$ cat src/rtl/pp_adder_pkg.sv
// Shared constants and state encoding for the partial-product accumulation stage.
package pp_adder_pkg;

  localparam int unsigned DATA_W = 12;

  typedef enum logic [1:0] {
    IDLE  = 2'd0,
    ACCUM = 2'd1,
    HOLD  = 2'd2
  } state_e;

  localparam logic [DATA_W-1:0] SAT_ALL_ONES = '1;

endpackage

$ cat src/rtl/pp_lf_adder.sv
// 12-bit Ladner-Fischer parallel-prefix adder (minimum-depth prefix tree).
module pp_lf_adder
  import pp_adder_pkg::*;
(
  input  logic [DATA_W-1:0] a_i,
  input  logic [DATA_W-1:0] b_i,
  input  logic              cin_i,
  output logic [DATA_W-1:0] sum_o,
  output logic              cout_o
);

  localparam int unsigned LVLS = $clog2(DATA_W);

  logic [DATA_W-1:0] p0;
  logic [DATA_W-1:0] g;
  logic [DATA_W-1:0] p;
  logic [DATA_W-1:0] gn;
  logic [DATA_W-1:0] pn;
  logic [DATA_W:0]   c;

  // Each level merges the upper half of every 2^(l+1) group with the top of its lower half.
  always_comb begin
    p0 = a_i ^ b_i;
    g  = a_i & b_i;
    p  = p0;
    gn = g;
    pn = p;
    c  = '0;
    for (int l = 0; l < int'(LVLS); l++) begin
      gn = g;
      pn = p;
      for (int i = 0; i < int'(DATA_W); i++) begin
        if (((i >> l) & 1) == 1) begin
          gn[i] = g[i] | (p[i] & g[((i >> l) << l) - 1]);
          pn[i] = p[i] & p[((i >> l) << l) - 1];
        end
      end
      g = gn;
      p = pn;
    end
    c[0] = cin_i;
    for (int i = 0; i < int'(DATA_W); i++) begin
      c[i+1] = g[i] | (p[i] & cin_i);
    end
  end

  assign sum_o  = p0 ^ c[DATA_W-1:0];
  assign cout_o = c[DATA_W];

endmodule

$ cat src/rtl/pp_accum_stage.sv
// Packet accumulator: sums 12-bit beats per packet and counts carry-outs.
// Define PP_ACCUM_SATURATE_EN to clamp the running sum to all-ones on carry.
module pp_accum_stage
  import pp_adder_pkg::*;
#(
  parameter int unsigned OVF_W = 4
) (
  input  logic              clk,
  input  logic              rst,
  input  logic              in_valid,
  output logic              in_ready,
  input  logic [DATA_W-1:0] in_data,
  input  logic              in_last,
  output logic              out_valid,
  input  logic              out_ready,
  output logic [DATA_W-1:0] out_data,
  output logic [OVF_W-1:0]  out_ovf
);

  localparam logic [OVF_W-1:0] OVF_MAX = '1;

  state_e            state_q, state_d;
  logic [DATA_W-1:0] acc_q, acc_d;
  logic [OVF_W-1:0]  ovf_q, ovf_d;
  logic              out_valid_q, out_valid_d;
  logic [DATA_W-1:0] out_data_q, out_data_d;
  logic [OVF_W-1:0]  out_ovf_q, out_ovf_d;
  logic              ready_q, ready_d;

  logic [DATA_W-1:0] sum;
  logic              cout;
  logic [DATA_W-1:0] beat_sum;
  logic [OVF_W-1:0]  ovf_inc;
  logic              accept;

  pp_lf_adder u_adder (
    .a_i    (acc_q),
    .b_i    (in_data),
    .cin_i  (1'b0),
    .sum_o  (sum),
    .cout_o (cout)
  );

`ifdef PP_ACCUM_SATURATE_EN
  // Once clamped, any further non-zero beat carries again, so the clamp holds for the packet.
  assign beat_sum = cout ? SAT_ALL_ONES : sum;
`else
  assign beat_sum = sum;
`endif

  assign ovf_inc = (ovf_q == OVF_MAX) ? OVF_MAX : ovf_q + OVF_W'(cout);
  assign accept  = in_valid & ready_q;

  always_ff @(posedge clk or posedge rst) begin
    if (rst) begin
      state_q     <= IDLE;
      acc_q       <= '0;
      ovf_q       <= '0;
      out_valid_q <= 1'b0;
      out_data_q  <= '0;
      out_ovf_q   <= '0;
      ready_q     <= 1'b1;
    end else begin
      state_q     <= state_d;
      acc_q       <= acc_d;
      ovf_q       <= ovf_d;
      out_valid_q <= out_valid_d;
      out_data_q  <= out_data_d;
      out_ovf_q   <= out_ovf_d;
      ready_q     <= ready_d;
    end
  end

  always_comb begin
    state_d     = state_q;
    acc_d       = acc_q;
    ovf_d       = ovf_q;
    out_valid_d = out_valid_q;
    out_data_d  = out_data_q;
    out_ovf_d   = out_ovf_q;
    unique case (state_q)
      IDLE, ACCUM: begin
        if (accept) begin
          if (in_last) begin
            out_data_d  = beat_sum;
            out_ovf_d   = ovf_inc;
            out_valid_d = 1'b1;
            acc_d       = '0;
            ovf_d       = '0;
            state_d     = HOLD;
          end else begin
            acc_d   = beat_sum;
            ovf_d   = ovf_inc;
            state_d = ACCUM;
          end
        end
      end
      HOLD: begin
        if (out_ready) begin
          out_valid_d = 1'b0;
          state_d     = IDLE;
        end
      end
      default: state_d = IDLE;
    endcase
    // Registered ready keeps in_ready free of any combinational path from out_ready.
    ready_d = (state_d != HOLD);
  end

  assign in_ready  = ready_q;
  assign out_valid = out_valid_q;
  assign out_data  = out_data_q;
  assign out_ovf   = out_ovf_q;

endmodule

$ cat config.mk
export PLATFORM = sky130hd
export DESIGN_NAME = pp_accum_stage
export DESIGN_NICKNAME = d
export VERILOG_FILES = /design/src/rtl/pp_adder_pkg.sv /design/src/rtl/pp_lf_adder.sv /design/src/rtl/pp_accum_stage.sv
export SDC_FILE = /design/constraint.sdc
export NUM_CORES = 1
export LEC_CHECK = 0
export ABC_AREA = 0
export BUFFER_PORTS_ARGS = -buffer_cell sky130_fd_sc_hd__buf_2
export CAP_MARGIN = 20
export CELL_PAD_IN_SITES_DETAIL_PLACEMENT = 1
export CELL_PAD_IN_SITES_GLOBAL_PLACEMENT = 1
export CORE_UTILIZATION = 38
export CTS_CLUSTER_DIAMETER = 80
export DETAILED_ROUTE_END_ITERATION = 8
export PLACE_DENSITY_LB_ADDON = 0.1
export SLEW_MARGIN = 20
export SYNTH_ARGS = -nofsm -noshare
export SYNTH_HDL_FRONTEND = slang
export SYNTH_SLANG_ARGS = --single-unit
export TNS_END_PERCENT = 100
$ cat constraint.sdc
create_clock -name clk -period 2.4 [get_ports clk]
set_input_delay 0.24 -clock clk [delete_from_list [all_inputs] [get_ports clk]]
set_output_delay 0.24 -clock clk [all_outputs]
set_load 0.005 [all_outputs]
# Word level (Yosys, flattened, before mapping)
# Cells that the tools add are included.
# totals
regBits	36
out_inout_bits	18
word_cells	85
# classes
addsub	1
n_eq_ne	7
mux	11
bitwise_logic	53
n_reduce_logical	6
# ops
operator	n
1-bit bitwise AND	30
12-bit XOR	2
1-bit OR	20
12-bit bitwise AND	1
12-bit 2-to-1 mux	1
4-bit 2-to-1 mux	2
2-bit inequality test (second input constant)	4
2-bit 2-to-1 mux	3
4-bit by 1-bit adder with 4-bit output	1
4-bit equality test (second input constant)	1
2-bit case mux with 2 select lines	1
4-bit AND reduction	1
1-bit 2-to-1 mux	3
3-bit AND reduction	1
2-bit by 1-bit equality test with 1-bit output (second input constant)	1
2-bit equality test (second input constant)	1
2-bit zero test	1
1-bit case mux with 2 select lines	1
2-bit AND reduction	1
2-bit nonzero test	1
2-bit OR reduction	1

# Depth between registers and ports, before layout
# Gate-level depths: netlist of the first run.
# logic_depth
ltp_word	12
ltp_mapped	13
mapped_depth_nobuf	13

# Modules after synthesis
# A second synthesis of the first run with hierarchy kept.
# unflattened
hier_cells	203
hier_area_um2	2068.2
# modules_own_cells
module	n_inst	cells_per_inst	area_per_inst_um2
pp_accum_stage	1	133	1503.9
pp_lf_adder	1	70	564.3

# Worst setup path before layout of the first run
# OpenSTA, ideal clock, no wires.
# synth_timing
kind	register to register
start	register acc_q[0]
end	register acc_q[8]
setup_time_ns	0.083
arrival_time_ns	2.324
t_required_ns	2.317
setup_slack_ns	-0.006
stages_incl_launch_ff	11
n_path_buf	0
path_cell_list	dfrtp_1 ha_1 inv_1 fa_1 nand2b_4 a21o_1 a31oi_2 a21oi_1 fa_1 or3_1 o21ai_0
# synth_via
elab_chain_len	9
# synth_lines
item	line	source
start, declared	pp_accum_stage.sv:23	logic [DATA_W-1:0] acc_q, acc_d;
start signal, assigned	pp_accum_stage.sv:57	acc_q <= '0;
start signal, assigned	pp_accum_stage.sv:65	acc_q <= acc_d;
12-bit bitwise AND	pp_lf_adder.sv:24	g = a_i & b_i;
1-bit bitwise AND	pp_lf_adder.sv:34	gn[i] = g[i] | (p[i] & g[((i >> l) << l) - 1]);
1-bit OR	pp_lf_adder.sv:34	
1-bit bitwise AND	pp_lf_adder.sv:34	
1-bit OR	pp_lf_adder.sv:34	
1-bit bitwise AND	pp_lf_adder.sv:34	
1-bit OR	pp_lf_adder.sv:34	
12-bit XOR	pp_lf_adder.sv:47	assign sum_o = p0 ^ c[DATA_W-1:0];
12-bit 2-to-1 mux	pp_accum_stage.sv:84	if (in_last) begin
# Every way passes these cells.
# A chain may end at the register's enable or synchronous reset.

# Worst setup path in the final report of the first run
# Ends and elaborated chain as after synthesis.

==> flow_summary.ini, run 1 <==
[timing]
layout_min_cycle_time_ns = 2.47
finalCritPeriodShare = 1.03
fmax_mhz = 405
slew_headroom = 0.544
skew_ns = 0.00489
report.final.slew_viol_count = 0
setup_viol = 5
tightestPinTransition_ns = 0.685
setup_ws_ns = -0.0667
fin_hold_ws_ns = 0.0542
hold_viol_final = 0
rsz0062_at_grt = yes

[placement]
dpl_cell_area_um2 = 2200
dp_hpwl_mm = 3.39
pre_cts_slack_ns = -0.159
port_buffers = 34
place_inst = 292
place_congestion = 0.783

[setup_path]
cpPeakStageDelay_ns = 0.42
critPathKind = reg -> reg
crit_top_cell = fa_2
end_kind = flop
crit_buf_inv = 1
critical_path.startpoint_type = flop
worst_ep_arrival_time_ns = 2.69
critical-path-top-delay-family = adder cells
path_cells = ha_2 > inv_2 > fa_2 > nand2b_4 > a21o_1 > a31oi_2 > a21oi_2 > fa_2 > or3_1 > o21ai_1
cp_max_fo = 3
cp.required_ns = 2.62
slowest_stage = fa_2

[clocking]
cts_tree = built
cts_buffer_depth = 2
cts.sinks = 36
htree_levels = 2
cts-hold-fix-buffers = 0
cts_root_buf = clkbuf_8
cts-buffers-inserted = 5
clk_pin_slew_ns = 0.07
clock_latency_ns = 0.29

[synthesis]
ys_ff_latch = 36
synth_top_area_share = 0.461
synth.area.top_cells = dfrtp_1 (46%), ha_1 (8.6%), nand2_1 (5.9%)
syn-num-nets = 220
yosysSeqAreaShare = 0.474
synth_edf_count = 0
syn_inst = 186
yosys.area.top_type = dfrtp_1
synth.distinct_cells = 43
avgSynthCellArea_um2 = 10.2
synth_area_um2 = 1900
async_reset_ff_frac = 1.00
synth_flop_cell = dfrtp_1
yosysWarnings = 0

[pwr]
powerDensity_nw_per_um2 = 1100
peakVddDrop_uv = 478
leakagePower_nw = 1.19

[run_status]
violations = negative setup slack
outcome = finished with violations

[final_layout]
fillers = 552
nNetsFinal = 272
seqCellArea_um2 = 902
drive_above_1_share = 0.347
antenna_cells = 0
stdcell_count = 306
final_area_um2 = 2440
syn_to_final_growth_pct = 28.1
multi_input_area_um2 = 1010

[routing]
num_vias = 1517
avgRoutedWirePerCell_um = 15.3
ant_nets = 0
drc = 0
drt_iter0_markers = 82
drt_pass1_iterations = 3
routed_wl_mm = 4.68
vias_per_cell = 4.96

[floorplanning]
initial_core_util = 0.400
std_cell_rows = 25
die_x_um = 72.7
die_h_um = 72.7
dieArea_um2 = 5290
io_pins = 35
coreArea_um2 = 4750

[grt]
busiest_layer = met2
overflow = 0
grtUsageMet3 = 0.0497
grt_usage = 0.201
use_met1 = 0.252
first_global_vias = 1649
grt_pass1_wl_mm = 7.93
met2_usage = 0.344
grt_max_degree = 37
antenna_found_initial = 0

[run]
drv_cap = 0

[min_path]
hp-class = in -> async
-- power by group --
| part | total [mW] | switching (mW) | internal, mW |
|---|---|---|---|
| Sequential | 0.965 | 0.136 | 0.829 |
| Clock | 0.447 | 0.213 | 0.234 |
| Combinational | 1.26 | 0.631 | 0.628 |
-- cell usage after synthesis, types with 2 or more instances --
cell type	count
or2_1	2
nor2_1	4
or3_1	4
nand2_1	30
clkbuf_1	3
xor2_1	4
dfrtp_1	35
inv_1	14
o21ai_0	11
xnor2_1	2
a21oi_1	8
ha_1	13
o31ai_1	6
nand2b_1	4
o21ai_1	14
fa_1	4
a21o_1	2
-- cell type report --
class	count	share of cell area
timing repair buffer	51	0.124
inverter	14	0.0216
multi-input combinational	130	0.413
clock buffer	8	0.0370
sequential	36	0.370
tap	67	0.0344
-- cells by family (layout without fill, tap and decap cells) --
family | count (synthesis) | after routing | synth area share
AND/OR/NAND/NOR | 54 | 54 | 0.145
adder cells (fa/ha/maj) | 17 | 17 | 0.128
multiplexers | 2 | 2 | 0.0112
AO/OA/AOI/OAI | 51 | 51 | 0.168
buffers and inverters | 20 | 73 | 0.0461
flip-flops | 36 | 36 | 0.474
XOR/XNOR | 6 | 6 | 0.0276
-- layout by cell type, fill, tap and decap left out, drive strengths merged, types with 2 or more instances in the layout --
master   n
buf     51
nor2     5
a21o     2
inv     14
xor2     4
xnor2    2
ha      13
o21ai   25
clkbuf   8
or2      3
dfrtp   35
nand2b   5
or3      5
fa       4
nand2   31
a21oi    9
o31ai    6
-- what timing repair did --
action,4_1_cts,5_1_grt
pin swaps,6,5
setup buffers,8,0
endpoints found under the setup margin,9,14
resized for setup,15,10
endpoints found under the hold margin,0,0
-- worst reg2reg max path, cell delays in order, from the launching register on --
cell	delay, ns
dfrtp_1	0.36
ha_2	0.17
inv_2	0.04
fa_2	0.35
nand2b_4	0.16
a21o_1	0.19
a31oi_2	0.18
a21oi_2	0.09
fa_2	0.43
or3_1	0.36
o21ai_1	0.08
-- routing by layer --
layer / wire length [µm] / vias to the layer above
li1: - / 742
met1: 2140 / 743
met2: 2330 / 26
met3: 148 / 6
met4: 52 / 0
met5: 0 / -
-- through the flow --
stage                     TNS (ns)  power, mW  utilization
after floorplan                  0       1.63            -
after global placement      -0.295       2.00        0.463
after detailed placement    -0.504       2.06        0.463
after CTS                   -0.166       2.67        0.507
after global routing         -1.40       2.90        0.512
final                       -0.216       2.67        0.512
-- path summary, 6_finish.rpt --
path | slack, ns | endpoint | from | depth (start not counted)
max | -0.07 | acc_q[8] | acc_q[0] | 10
max in group asynchronous | 1.99 | in_ready | rst | 3
min reg2reg | 0.48 | out_data[10] | out_data[10] | 2
max reg2reg | -0.07 | acc_q[8] | acc_q[0] | 10
min | 0.05 | out_data[7] | rst | 3
min in group clk | 0.19 | state_q[0] | in_valid | 2
-- state kept, by name, indices dropped and copies added, names as in the netlist --
signal / flops
acc_q: 12
out_data: 12
out_ovf: 4
ovf_q: 4
state_q: 2
in_ready: 1
out_valid: 1
Note: power is estimated with default switching activity, not from simulation.
==> inputs of run 2 (changes only) <==
--- a/config.mk
+++ b/config.mk
@@ -14,6 +14,7 @@
 export CTS_CLUSTER_DIAMETER = 80
 export DETAILED_ROUTE_END_ITERATION = 8
 export PLACE_DENSITY_LB_ADDON = 0.1
+export RECOVER_POWER = 25
 export SLEW_MARGIN = 20
 export SYNTH_ARGS = -nofsm -noshare
 export SYNTH_HDL_FRONTEND = slang
==> run 2 against run 1 <==
  * Critical endpoint unchanged
  * The run ends with max-capacitance violations, max-slew violations, negative setup slack left
  * Largest power group unchanged
  * Final cell count is the same
  * First-iteration DRC count shrank 13%
  * Combinational power is essentially flat
  * Total power is essentially flat
  * Flip-flop and latch count is the same
  * Routed wire length grew 0.34%
==> flow_summary.ini, run 2 (same netlist as run 1, synthesis figures left out) <==
[pwr]
switching_power_mw = 0.982
power.total_mw = 2.67
p_clk_frac = 0.168
powerDensity_nw_per_um2 = 1100
pwr-share-seq = 0.361
peakVddDrop_uv = 478
power_frac_comb = 0.471
swShare = 0.368
p_int_mw = 1.69
leakagePower_nw = 1.19

[grt]
first_global_vias = 1649
overflow = 0
grt_usage = 0.201
antenna_found_initial = 0
grt_max_degree = 37
grt_pass1_wl_mm = 7.93

[final_layout]
nNetsFinal = 272
multi_input_area_um2 = 1010
seqCellArea_um2 = 902
drive_above_1_share = 0.343
layout_commonest_cell = dfrtp_1
fillers = 552
syn_to_final_growth_pct = 27.9
final_cell_mix = dfrtp_1 (35), buf_2 (34), nand2_1 (29), o21ai_1 (17), buf_4 (15)
antenna_cells = 0
utilization = 0.512

[placement]
port_buffers = 34
pre_cts_slack_ns = -0.159
dp_hpwl_mm = 3.39
place_congestion = 0.783

[clocking]
cts-buffers-inserted = 5
cts_tree = built
cts.sinks = 36
cts_root_buf = clkbuf_8
clk_pin_slew_ns = 0.07
clock_latency_ns = 0.29
cts_buffer_depth = 2
htree_levels = 2

[timing]
layout_min_cycle_time_ns = 2.48
slew_headroom = -0.317
fmax_mhz = 403
setup_ws_ns = -0.0785
report.final.slew_viol_count = 37
hold_viol_final = 0
rsz0062_at_grt = yes
skew_ns = 0.00551
setup_viol = 5
tightestPinTransition_ns = 1.98
finalSetupTns_ns = -0.228
finalCritPeriodShare = 1.03

[setup_path]
cp_max_fo = 3
cp.required_ns = 2.62
critPathKind = reg -> reg
worst_ep_arrival_time_ns = 2.70
critical_path.startpoint_type = flop
end_kind = flop
rr_worst_depth = 10

[floorplanning]
coreArea_um2 = 4750
initial_core_util = 0.400
std_cell_rows = 25
dieArea_um2 = 5290
die_x_um = 72.7
io_pins = 35
die_h_um = 72.7

[routing]
drc = 0
routed_wl_mm = 4.69
avgRoutedWirePerCell_um = 15.3
ant_nets = 0
num_vias = 1525
vias_per_cell = 4.98
drt_pass1_iterations = 3
drt_iter0_markers = 71

[run_status]
violations = max-capacitance violations, max-slew violations, negative setup slack
outcome = finished with violations

[min_path]
hp-class = in -> reg
whs_path_depth = 2

[run]
drv_cap = 1
-- run 2: power groups by stage --
| stage | clock network (mW) | registers [mW] | logic (mW) |
|---|---|---|---|
| after floorplan | 0 | 0.954 | 0.672 |
| after global placement | 0 | 0.948 | 1.06 |
| after detailed placement | 0 | 0.969 | 1.09 |
| after CTS | 0.474 | 0.965 | 1.23 |
| after global routing | 0.495 | 0.993 | 1.41 |
| final | 0.448 | 0.965 | 1.26 |
-- run 2: worst paths after layout --
kind	slack (ns)	to	startpoint
min in group asynchronous	0.65	out_data[7]	rst
worst min register to register	0.48	out_data[10]	out_data[10]
max in group asynchronous	0.61	out_ovf[2]	rst
worst max-delay path	-0.08	acc_q[8]	acc_q[0]
worst min-delay path	0.19	state_q[0]	in_valid
worst max register to register	-0.08	acc_q[8]	acc_q[0]
-- run 2: repair_timing --
| action | 4_1_cts | 5_1_grt |
|---|---|---|
| pin swaps | 6 | 5 |
| endpoints found under the setup margin | 9 | 14 |
| resized for setup | 15 | 10 |
| hold buffers | 0 | 0 |
| buffers inserted | 8 | 0 |
-- run 2: metal layers --
metal  vias up  track usage  wire length, µm
met2        26        0.344             2330
met4         0       0.0588               52
met3         6       0.0497              148
li1        743            -                -
met5         -            0                0
met1       750        0.252             2160
-- run 2: area by class of cell --
type                            instances  share of cell area
Multi-Input combinational cell        130               0.414
Clock buffer                            8              0.0370
Inverter                               14              0.0216
Sequential cell                        36               0.371
Timing Repair Buffer                   51               0.122
Tap cell                               67              0.0345
-- run 2: stage by stage --
step	cells	hold slack, ns	instance area [µm²]
after floorplan	186	0.355	1900
after global placement	292	0.373	2200
after detailed placement	292	0.388	2200
after CTS	308	0.0712	2410
after global routing	306	0.194	2430
final	306	0.192	2430
-- run 2: critical path: stages (launching register included) --
cell	delay (ns)
dfrtp_1	0.36
ha_2	0.17
inv_2	0.04
fa_2	0.35
nand2b_4	0.16
a21o_1	0.19
a31oi_2	0.18
a21oi_2	0.09
fa_2	0.43
or3_1	0.36
o21ai_1	0.08
